[src/rtl/ascii_char_fifo_if.sv]
// Valid/ready byte stream bundle for the ascii_char_fifo.
// slave is the FIFO side; master is the producer/consumer side.
interface ascii_char_fifo_if;
  logic [7:0] in_data;
  logic       in_valid;
  logic       in_ready;
  logic [7:0] out_data;
  logic       out_valid;
  logic       out_ready;

  modport slave (
    input  in_data,
    input  in_valid,
    output in_ready,
    output out_data,
    output out_valid,
    input  out_ready
  );

  modport master (
    output in_data,
    output in_valid,
    input  in_ready,
    input  out_data,
    input  out_valid,
    output out_ready
  );
endinterface

[src/rtl/ascii_char_fifo.sv]
// First-word-fall-through byte FIFO with fill level and sticky full flag.
// Optional uppercase letter counter enabled by defining UPPER_STATS_EN.
module ascii_char_fifo #(
  parameter int DEPTH  = 8,
  parameter int ADDR_W = 3
) (
  input  logic              clk,
  input  logic              rst_n,
  input  logic              clr,
  ascii_char_fifo_if.slave  bus,
  output logic [ADDR_W:0]   level,
`ifdef UPPER_STATS_EN
  output logic [15:0]       upper_cnt,
`endif
  output logic              full_seen
);

  localparam logic [ADDR_W:0] FULL_LVL = (ADDR_W+1)'(DEPTH);

  logic [7:0]        mem_q [DEPTH];
  logic [ADDR_W-1:0] wr_ptr_q, wr_ptr_d;
  logic [ADDR_W-1:0] rd_ptr_q, rd_ptr_d;
  logic [ADDR_W:0]   level_q, level_d;
  logic              full_seen_q, full_seen_d;
  logic              wr, rd;

  // Handshake flags come only from the registered level.
  always_comb begin
    bus.in_ready  = (level_q != FULL_LVL);
    bus.out_valid = (level_q != '0);
    bus.out_data  = bus.out_valid ? mem_q[rd_ptr_q] : 8'h00;
    wr            = bus.in_valid & bus.in_ready;
    rd            = bus.out_valid & bus.out_ready;
  end

  assign level     = level_q;
  assign full_seen = full_seen_q;

  // Next pointers, level and sticky flag; a flush wins over any transfer.
  always_comb begin
    wr_ptr_d    = wr_ptr_q;
    rd_ptr_d    = rd_ptr_q;
    level_d     = level_q;
    full_seen_d = full_seen_q;
    if (clr) begin
      wr_ptr_d    = '0;
      rd_ptr_d    = '0;
      level_d     = '0;
      full_seen_d = 1'b0;
    end else begin
      if (wr) wr_ptr_d = wr_ptr_q + 1'b1;
      if (rd) rd_ptr_d = rd_ptr_q + 1'b1;
      unique case ({wr, rd})
        2'b10:   level_d = level_q + 1'b1;
        2'b01:   level_d = level_q - 1'b1;
        default: level_d = level_q;
      endcase
      if (bus.in_valid && level_q == FULL_LVL)
        full_seen_d = 1'b1;
    end
  end

  // Control state registers.
  always_ff @(posedge clk or negedge rst_n) begin
    if (!rst_n) begin
      wr_ptr_q    <= '0;
      rd_ptr_q    <= '0;
      level_q     <= '0;
      full_seen_q <= 1'b0;
    end else begin
      wr_ptr_q    <= wr_ptr_d;
      rd_ptr_q    <= rd_ptr_d;
      level_q     <= level_d;
      full_seen_q <= full_seen_d;
    end
  end

  // Storage array; contents are masked by out_valid so no reset is needed.
  always_ff @(posedge clk) begin
    if (wr && !clr) mem_q[wr_ptr_q] <= bus.in_data;
  end

`ifdef UPPER_STATS_EN
  logic [15:0] upper_cnt_q, upper_cnt_d;
  logic        is_upper;

  assign is_upper  = (bus.in_data >= 8'h41) && (bus.in_data <= 8'h5A);
  assign upper_cnt = upper_cnt_q;

  // Saturating count of accepted 'A'..'Z' bytes.
  always_comb begin
    upper_cnt_d = upper_cnt_q;
    if (clr)
      upper_cnt_d = '0;
    else if (wr && is_upper && upper_cnt_q != 16'hFFFF)
      upper_cnt_d = upper_cnt_q + 16'd1;
  end

  // Counter register.
  always_ff @(posedge clk or negedge rst_n) begin
    if (!rst_n) upper_cnt_q <= '0;
    else        upper_cnt_q <= upper_cnt_d;
  end
`endif

endmodule

[src/flat_wrapper.sv]
// flat-port wrapper written by rule: the top's interface ports become plain ports
module ascii_char_fifo_flat 
#(
  parameter int DEPTH  = 8,
  parameter int ADDR_W = 3
)
  (clk, rst_n, clr, level, full_seen, bus_in_data, bus_in_valid, bus_in_ready, bus_out_data, bus_out_valid, bus_out_ready);
  ascii_char_fifo_if bus_i ();
  input  logic clk;
  input  logic rst_n;
  input  logic clr;
  output logic [ADDR_W:0] level;
  output logic full_seen;
  input wire logic [$bits(bus_i.in_data)-1:0] bus_in_data;
  input wire logic [$bits(bus_i.in_valid)-1:0] bus_in_valid;
  output wire logic [$bits(bus_i.in_ready)-1:0] bus_in_ready;
  output wire logic [$bits(bus_i.out_data)-1:0] bus_out_data;
  output wire logic [$bits(bus_i.out_valid)-1:0] bus_out_valid;
  input wire logic [$bits(bus_i.out_ready)-1:0] bus_out_ready;
  assign bus_i.in_data = bus_in_data;
  assign bus_i.in_valid = bus_in_valid;
  assign bus_in_ready = bus_i.in_ready;
  assign bus_out_data = bus_i.out_data;
  assign bus_out_valid = bus_i.out_valid;
  assign bus_i.out_ready = bus_out_ready;
  ascii_char_fifo #(.DEPTH(DEPTH), .ADDR_W(ADDR_W)) u_core (.clk(clk), .rst_n(rst_n), .clr(clr), .bus(bus_i), .level(level), .full_seen(full_seen));
endmodule
[config.mk]
export PLATFORM = sky130hd
export DESIGN_NAME = ascii_char_fifo_flat
export DESIGN_NICKNAME = d
export VERILOG_FILES = /design/src/rtl/ascii_char_fifo_if.sv /design/src/rtl/ascii_char_fifo.sv /design/src/flat_wrapper.sv
export SDC_FILE = /design/constraint.sdc
export NUM_CORES = 1
export LEC_CHECK = 0
export CAP_MARGIN = 40
export CORE_MARGIN = 5
export CORE_UTILIZATION = 51
export DETAILED_ROUTE_END_ITERATION = 6
export GPL_ROUTABILITY_DRIVEN = 1
export HOLD_SLACK_MARGIN = 0.1
export PLACE_DENSITY = 0.74
export SLEW_MARGIN = 20
export SYNTH_ARGS = -nofsm -noshare
export SYNTH_HDL_FRONTEND = slang
export SYNTH_SLANG_ARGS = --single-unit
[constraint.sdc]
create_clock -name clk -period 2.3 [get_ports clk]
set_input_delay 0.46 -clock clk [delete_from_list [all_inputs] [get_ports clk]]
set_output_delay 0.46 -clock clk [all_outputs]
set_load 0.1 [all_outputs]
==> Word level (Yosys, flattened, before mapping) <==
Memory sizes are Yosys's and may differ from the RTL's.
Cells that the tools add are included.
{ "word_totals": {"ff_bits": 11, "mem_bits_rw": 64, "out_inout_bits": 15, "mem_count": 1} }
{ "mem_list": {"columns": ["name", "words", "width", "read_ports", "rd_clocked_by_memory_dff", "wr", "line", "text"], "rows": [
  ["u_core.mem_q", 8, 8, 1, 0, 1, "ascii_char_fifo.sv:20", "logic [7:0] mem_q [DEPTH];"]
]} }
{ "classes": {"add_sub_neg": 4, "n_eq_ne": 4, "n_mux": 11, "bitwise_logic": 2, "n_reduce_logical": 8} }
{ "ops": {"columns": ["operator", "count"], "rows": [
  ["$mux W3", 4],
  ["$mux W8", 1],
  ["$pmux W4 S2", 1],
  ["$add A3 B1 Y3 const B", 2],
  ["$reduce_bool A2 Y1", 3],
  ["$add A4 B1 Y4 const B", 1],
  ["$eq A4 B4 Y1 const B", 1],
  ["$mux W1", 4],
  ["$mux W4", 1],
  ["$ne A4 B4 Y1 const B", 1],
  ["$reduce_bool A4 Y1", 1],
  ["$sub A4 B1 Y4 const B", 1],
  ["$reduce_bool A3 Y1", 1],
  ["$and A1 B1 Y1", 2],
  ["$eq A2 B1 Y1 const B", 1],
  ["$eq A2 B2 Y1 const B", 1],
  ["$logic_and A1 B1 Y1", 2],
  ["$logic_not A1 Y1", 1]
]} }

==> Depth between registers and ports, before layout <==
{ "depth": {"ltp_word": 5, "ltp_mapped": 11, "depth_no_buf": 9} }

==> Least setup slack after synthesis <==
OpenSTA, ideal clock, no wires.
{ "synth_path": {"path_type": "register to register", "start": "register u_core.level_q[0], in the netlist u_core.level[0]", "end": "memory u_core.mem_q[0][0], enable pin", "arrival_ps": 3517, "setup_slack_ps": -1600, "stages_incl_launch_ff": 6, "path_buffers": 1, "cell_sequence": "dfrtp_1 or4b_1 clkbuf_1 nand2_1 or3_1 nor3_1"} }
{ "synth_via": {"elab_chain_cells": 5} }
{ "synth_lines": {"columns": ["item", "line", "text"], "rows": [
  ["start: declaration", "ascii_char_fifo.sv:23", "logic [ADDR_W:0] level_q, level_d;"],
  ["start signal: assignment", "ascii_char_fifo.sv:73", "level_q <= level_d;"],
  ["$ne A4 B4 Y1", "ascii_char_fifo.sv:29", "bus.in_ready = (level_q != FULL_LVL);"],
  ["via bus_in_ready", "flat_wrapper.sv:16", "output wire logic [$bits(bus_i.in_ready)-1:0] bus_in_ready;"],
  ["$and A1 B1 Y1", "ascii_char_fifo.sv:32", "wr = bus.in_valid & bus.in_ready;"],
  ["$logic_and A1 B1 Y1", "ascii_char_fifo.sv:80", "if (wr && !clr) mem_q[wr_ptr_q] <= bus.in_data;"],
  ["$mux W1", "ascii_char_fifo.sv:80", null],
  ["$mux W1 (not written as such)", "ascii_char_fifo.sv:80", null],
  ["end: declaration", "ascii_char_fifo.sv:20", null]
]} }
The timed path passes the listed nets, and every way through them passes these cells.

==> Final worst setup path <==
{ "layout_path": {"start": "register u_core.rd_ptr_q[0]", "end": "output port bus_out_data[3]"} }
{ "layout_via": {"elab_chain_cells": 2} }
{ "layout_lines": {"columns": ["item", "line", "text"], "rows": [
  ["start: declaration", "ascii_char_fifo.sv:22", "logic [ADDR_W-1:0] rd_ptr_q, rd_ptr_d;"],
  ["start signal: assignment", "ascii_char_fifo.sv:72", "rd_ptr_q <= rd_ptr_d;"],
  ["$mem_v2 Z8 W8", null, null],
  ["$mux W8", "ascii_char_fifo.sv:31", "bus.out_data = bus.out_valid ? mem_q[rd_ptr_q] : 8'h00;"],
  ["end: declaration", "flat_wrapper.sv:17", "output wire logic [$bits(bus_i.out_data)-1:0] bus_out_data;"]
]} }
No other way between the ends.

==> flow_metrics.env <==
export IMPL_finalCriticalPeriod_ns=2.32
export IMPL_vias_per_cell=5.55
export IMPL_finalWorstSetupSlack_ns=-0.0188
export IMPL_dpl_worst_slack_ns=-0.0488
export IMPL_setup_violations=6
export IMPL_crit_type="flop to output port"
export IMPL_n_fill_cell=407
export IMPL_critPathMaxFanout=8
export IMPL_antenna_cells=0
export IMPL_clockBufferDepth=2
export IMPL_yosysUniqueCellTypes=32
export IMPL_hold_path_class="input pin to asynchronous set/reset pin"
export IMPL_avgSynthCellArea_um2=17.3
export IMPL_p_per_area_nw_per_um2=1320
export IMPL_floorplan_initialDensity=0.525
export IMPL_cts_clk_slew_worst_paths_ns=0.08
export IMPL_vias=1748
export IMPL_grt_setup_unrepaired="true"
export IMPL_required_ns=1.84
export IMPL_ir_drop_uv=860
export IMPL_max_freq_mhz=431
export IMPL_dp_hpwl_um=4110
export IMPL_core_um2=5960
export IMPL_cp_end_kind="output port"
export IMPL_worst_setup_path_start_kind="flop"
export IMPL_finalSetupTns_ns=-0.0725
export IMPL_io_buffers=27
export IMPL_yosys_area_top_type_share=0.615
export IMPL_syn_area_um2=3130
export IMPL_cts_root_buf="clkbuf_8"
export IMPL_cts_tree="done"
export IMPL_grt_pass1_vias=1901
export IMPL_fin_area_um2=4040
export IMPL_yosysSeqAreaShare=0.703
export IMPL_hold_viol_final=0
export IMPL_max_stage_delay_ns=0.50
export IMPL_crit_chain="clkbuf_16 -> mux4_2 -> mux2i_1 -> nor2_2 -> buf_12"
export IMPL_drc=0
export IMPL_num_io_pins=28
export IMPL_grt_pass1_wl_um=9760
export IMPL_wl_um=6210
export IMPL_ctsHoldBuffers=0
export IMPL_synthCells=181
export IMPL_ant_nets=0
export IMPL_yosysTopAreaCell="edfxtp_1"
export IMPL_fin_crit_sh=1.01
export IMPL_syn_nets=198
export IMPL_yosysWarnings=0
export IMPL_overflow=0
export IMPL_grtUsageTotal=0.176
export IMPL_outcome="finished, violations left"
export IMPL_r2r_end="u_core.level[3]"
export IMPL_critPathLaunch="u_core.rd_ptr_q[0]"
export IMPL_ys_ff_latch=75
export IMPL_drt_iter0_drc=87
export IMPL_num_nets_final=252
export IMPL_regToRegStartpoint="u_core.level[3]"
export IMPL_clk_latency_ns=0.33
export IMPL_relSlewSlack=0.601
export IMPL_gp_congestion=0.872
export IMPL_tightest_slew_ns=0.599
export IMPL_drv_cap=0
export IMPL_violations="negative setup slack"
export IMPL_cts_buffers=9
export IMPL_fp_dieH_um=88.3
export IMPL_fp_dieW_um=88.3
export IMPL_routedWlPerCell_um=19.7
export IMPL_leakagePower_nw=1.43
export IMPL_antenna_found_initial=0
export IMPL_htreeDepth=3
export IMPL_first_pass_iters=4
export IMPL_fin_skew_ns=0.0106
export IMPL_dieArea_um2=7800
export IMPL_syn_to_final_growth_pct=29.3
export IMPL_placed_cell_area_um2=3780
export IMPL_cpMaxStageDelayCell="mux4_2"
export IMPL_r2r_slack_ns=0.06
export IMPL_critical_path_arrival_ns=1.86
export IMPL_reg2reg_depth=8
export IMPL_drive_gt1_frac=0.417
export IMPL_utilization=0.679
export IMPL_maxSlewViolCount=0
export IMPL_ys_top_cells_by_area="edfxtp_1 61%, mux4_2 12%, dfrtp_1 8.8%"
export IMPL_grt_max_degree=19
export IMPL_num_rows=28
export IMPL_cts_sinks=75
power by group:
| group | leakage [nW] | switching (W) | internal (W) |
|---|---|---|---|
| Clock | 0.0958 | 0.000446 | 0.000494 |
| Sequential | 0.719 | 0.0000960 | 0.00157 |
| Combinational | 0.613 | 0.00164 | 0.00108 |
| Total | 1.43 | 0.00218 | 0.00315 |
through the flow:
step	std cells	total power (W)	hold WS (ns)
6_report	315	0.00533	0.484
5_1_grt	315	0.00555	0.487
3_5_place_dp	294	0.00430	0.528
4_1_cts	311	0.00524	0.481
3_3_place_gp	294	0.00424	0.492
2_1_floorplan	181	0.00347	0.164
state kept, by name (all words and copies together) (netlist names):
signal,flops
u_core.full_seen,1
u_core.level,4
u_core.mem_q,64
u_core.rd_ptr_q,3
u_core.wr_ptr_q,3
worst max-delay path by stage:
stage	end
after floorplan	u_core.level[3]
after global placement	u_core.level[3]
after detailed placement	u_core.level[3]
after CTS	bus_out_data[4]
after global routing	bus_out_data[1]
final	bus_out_data[3]
cells in the mapped netlist:
cell / count
o31ai_1: 1
dfrtp_1: 11
or4b_1: 1
nor2b_1: 1
nor4_4: 1
nor3_1: 2
edfxtp_1: 64
mux4_2: 16
ha_1: 4
mux2i_1: 10
or3_1: 1
inv_4: 1
a31oi_1: 1
and3_1: 1
buf_1: 2
buf_6: 2
nor2_1: 28
nand2_1: 6
buf_2: 2
mux2_1: 1
xnor2_1: 2
xor2_1: 5
o21ai_0: 1
nand3_1: 4
clkbuf_1: 3
a21oi_1: 2
and3b_1: 1
nand2b_1: 2
and3b_2: 1
o21ai_1: 2
inv_1: 1
o211ai_1: 1
cell usage in the layout (no fill, tap or decap), types with 2 or more instances in the layout:
cell,count
nand2b_1,2
xnor2_1,2
clkdlybuf4s50_1,12
a21oi_1,2
edfxtp_1,64
nand2_1,6
buf_4,28
clkinv_2,4
mux4_2,16
dfrtp_1,6
nor2_2,12
o21ai_2,2
ha_1,3
nand3_1,4
dfrtp_4,4
mux2i_1,9
nor2_1,16
clkbuf_8,9
buf_12,11
xor2_1,5
critical path: cells and delay by family, from the launching register on:
kind | cells | cell delay (ns)
buf+inv | 2 | 0.36
flops | 1 | 0.42
mux | 2 | 0.69
simple gates | 1 | 0.07
kinds of logic after synthesis:
group | count (synthesis) | synth area share
simple gates | 49 | 0.0764
mux | 27 | 0.151
buf+inv | 11 | 0.0196
xor+xnor | 7 | 0.0196
flops | 75 | 0.703
compound gates | 8 | 0.0148
fa+ha+maj | 4 | 0.0160
layout make-up:
class,instances,area (um^2),share of cell area
sequential,75,2210,0.548
multi-input combinational,95,952,0.236
timing repair buffer,52,576,0.142
clock buffer,10,128,0.0316
tap,75,93.8,0.0232
clock inverter,6,57.6,0.0142
inverter,2,21.3,0.00526
metal layers:
metal | wire length, um | track usage | share of wire
met2 | 3230 | 0.300 | 0.52
met3 | 245 | 0.0354 | 0.039
met4 | 112 | 0.0728 | 0.018
met1 | 2620 | 0.221 | 0.42
met5 | 0 | 0 | 0
repair_timing:
item | 4_1_cts | 5_1_grt
resized for setup | 0 | 6
hold endpoints to repair | 0 | 0
gates cloned | 0 | 1
setup buffers | 1 | 3
endpoints found under the setup margin | 8 | 11
pin swaps | 0 | 2
No activity file was read; power rests on OpenSTA's default activity.
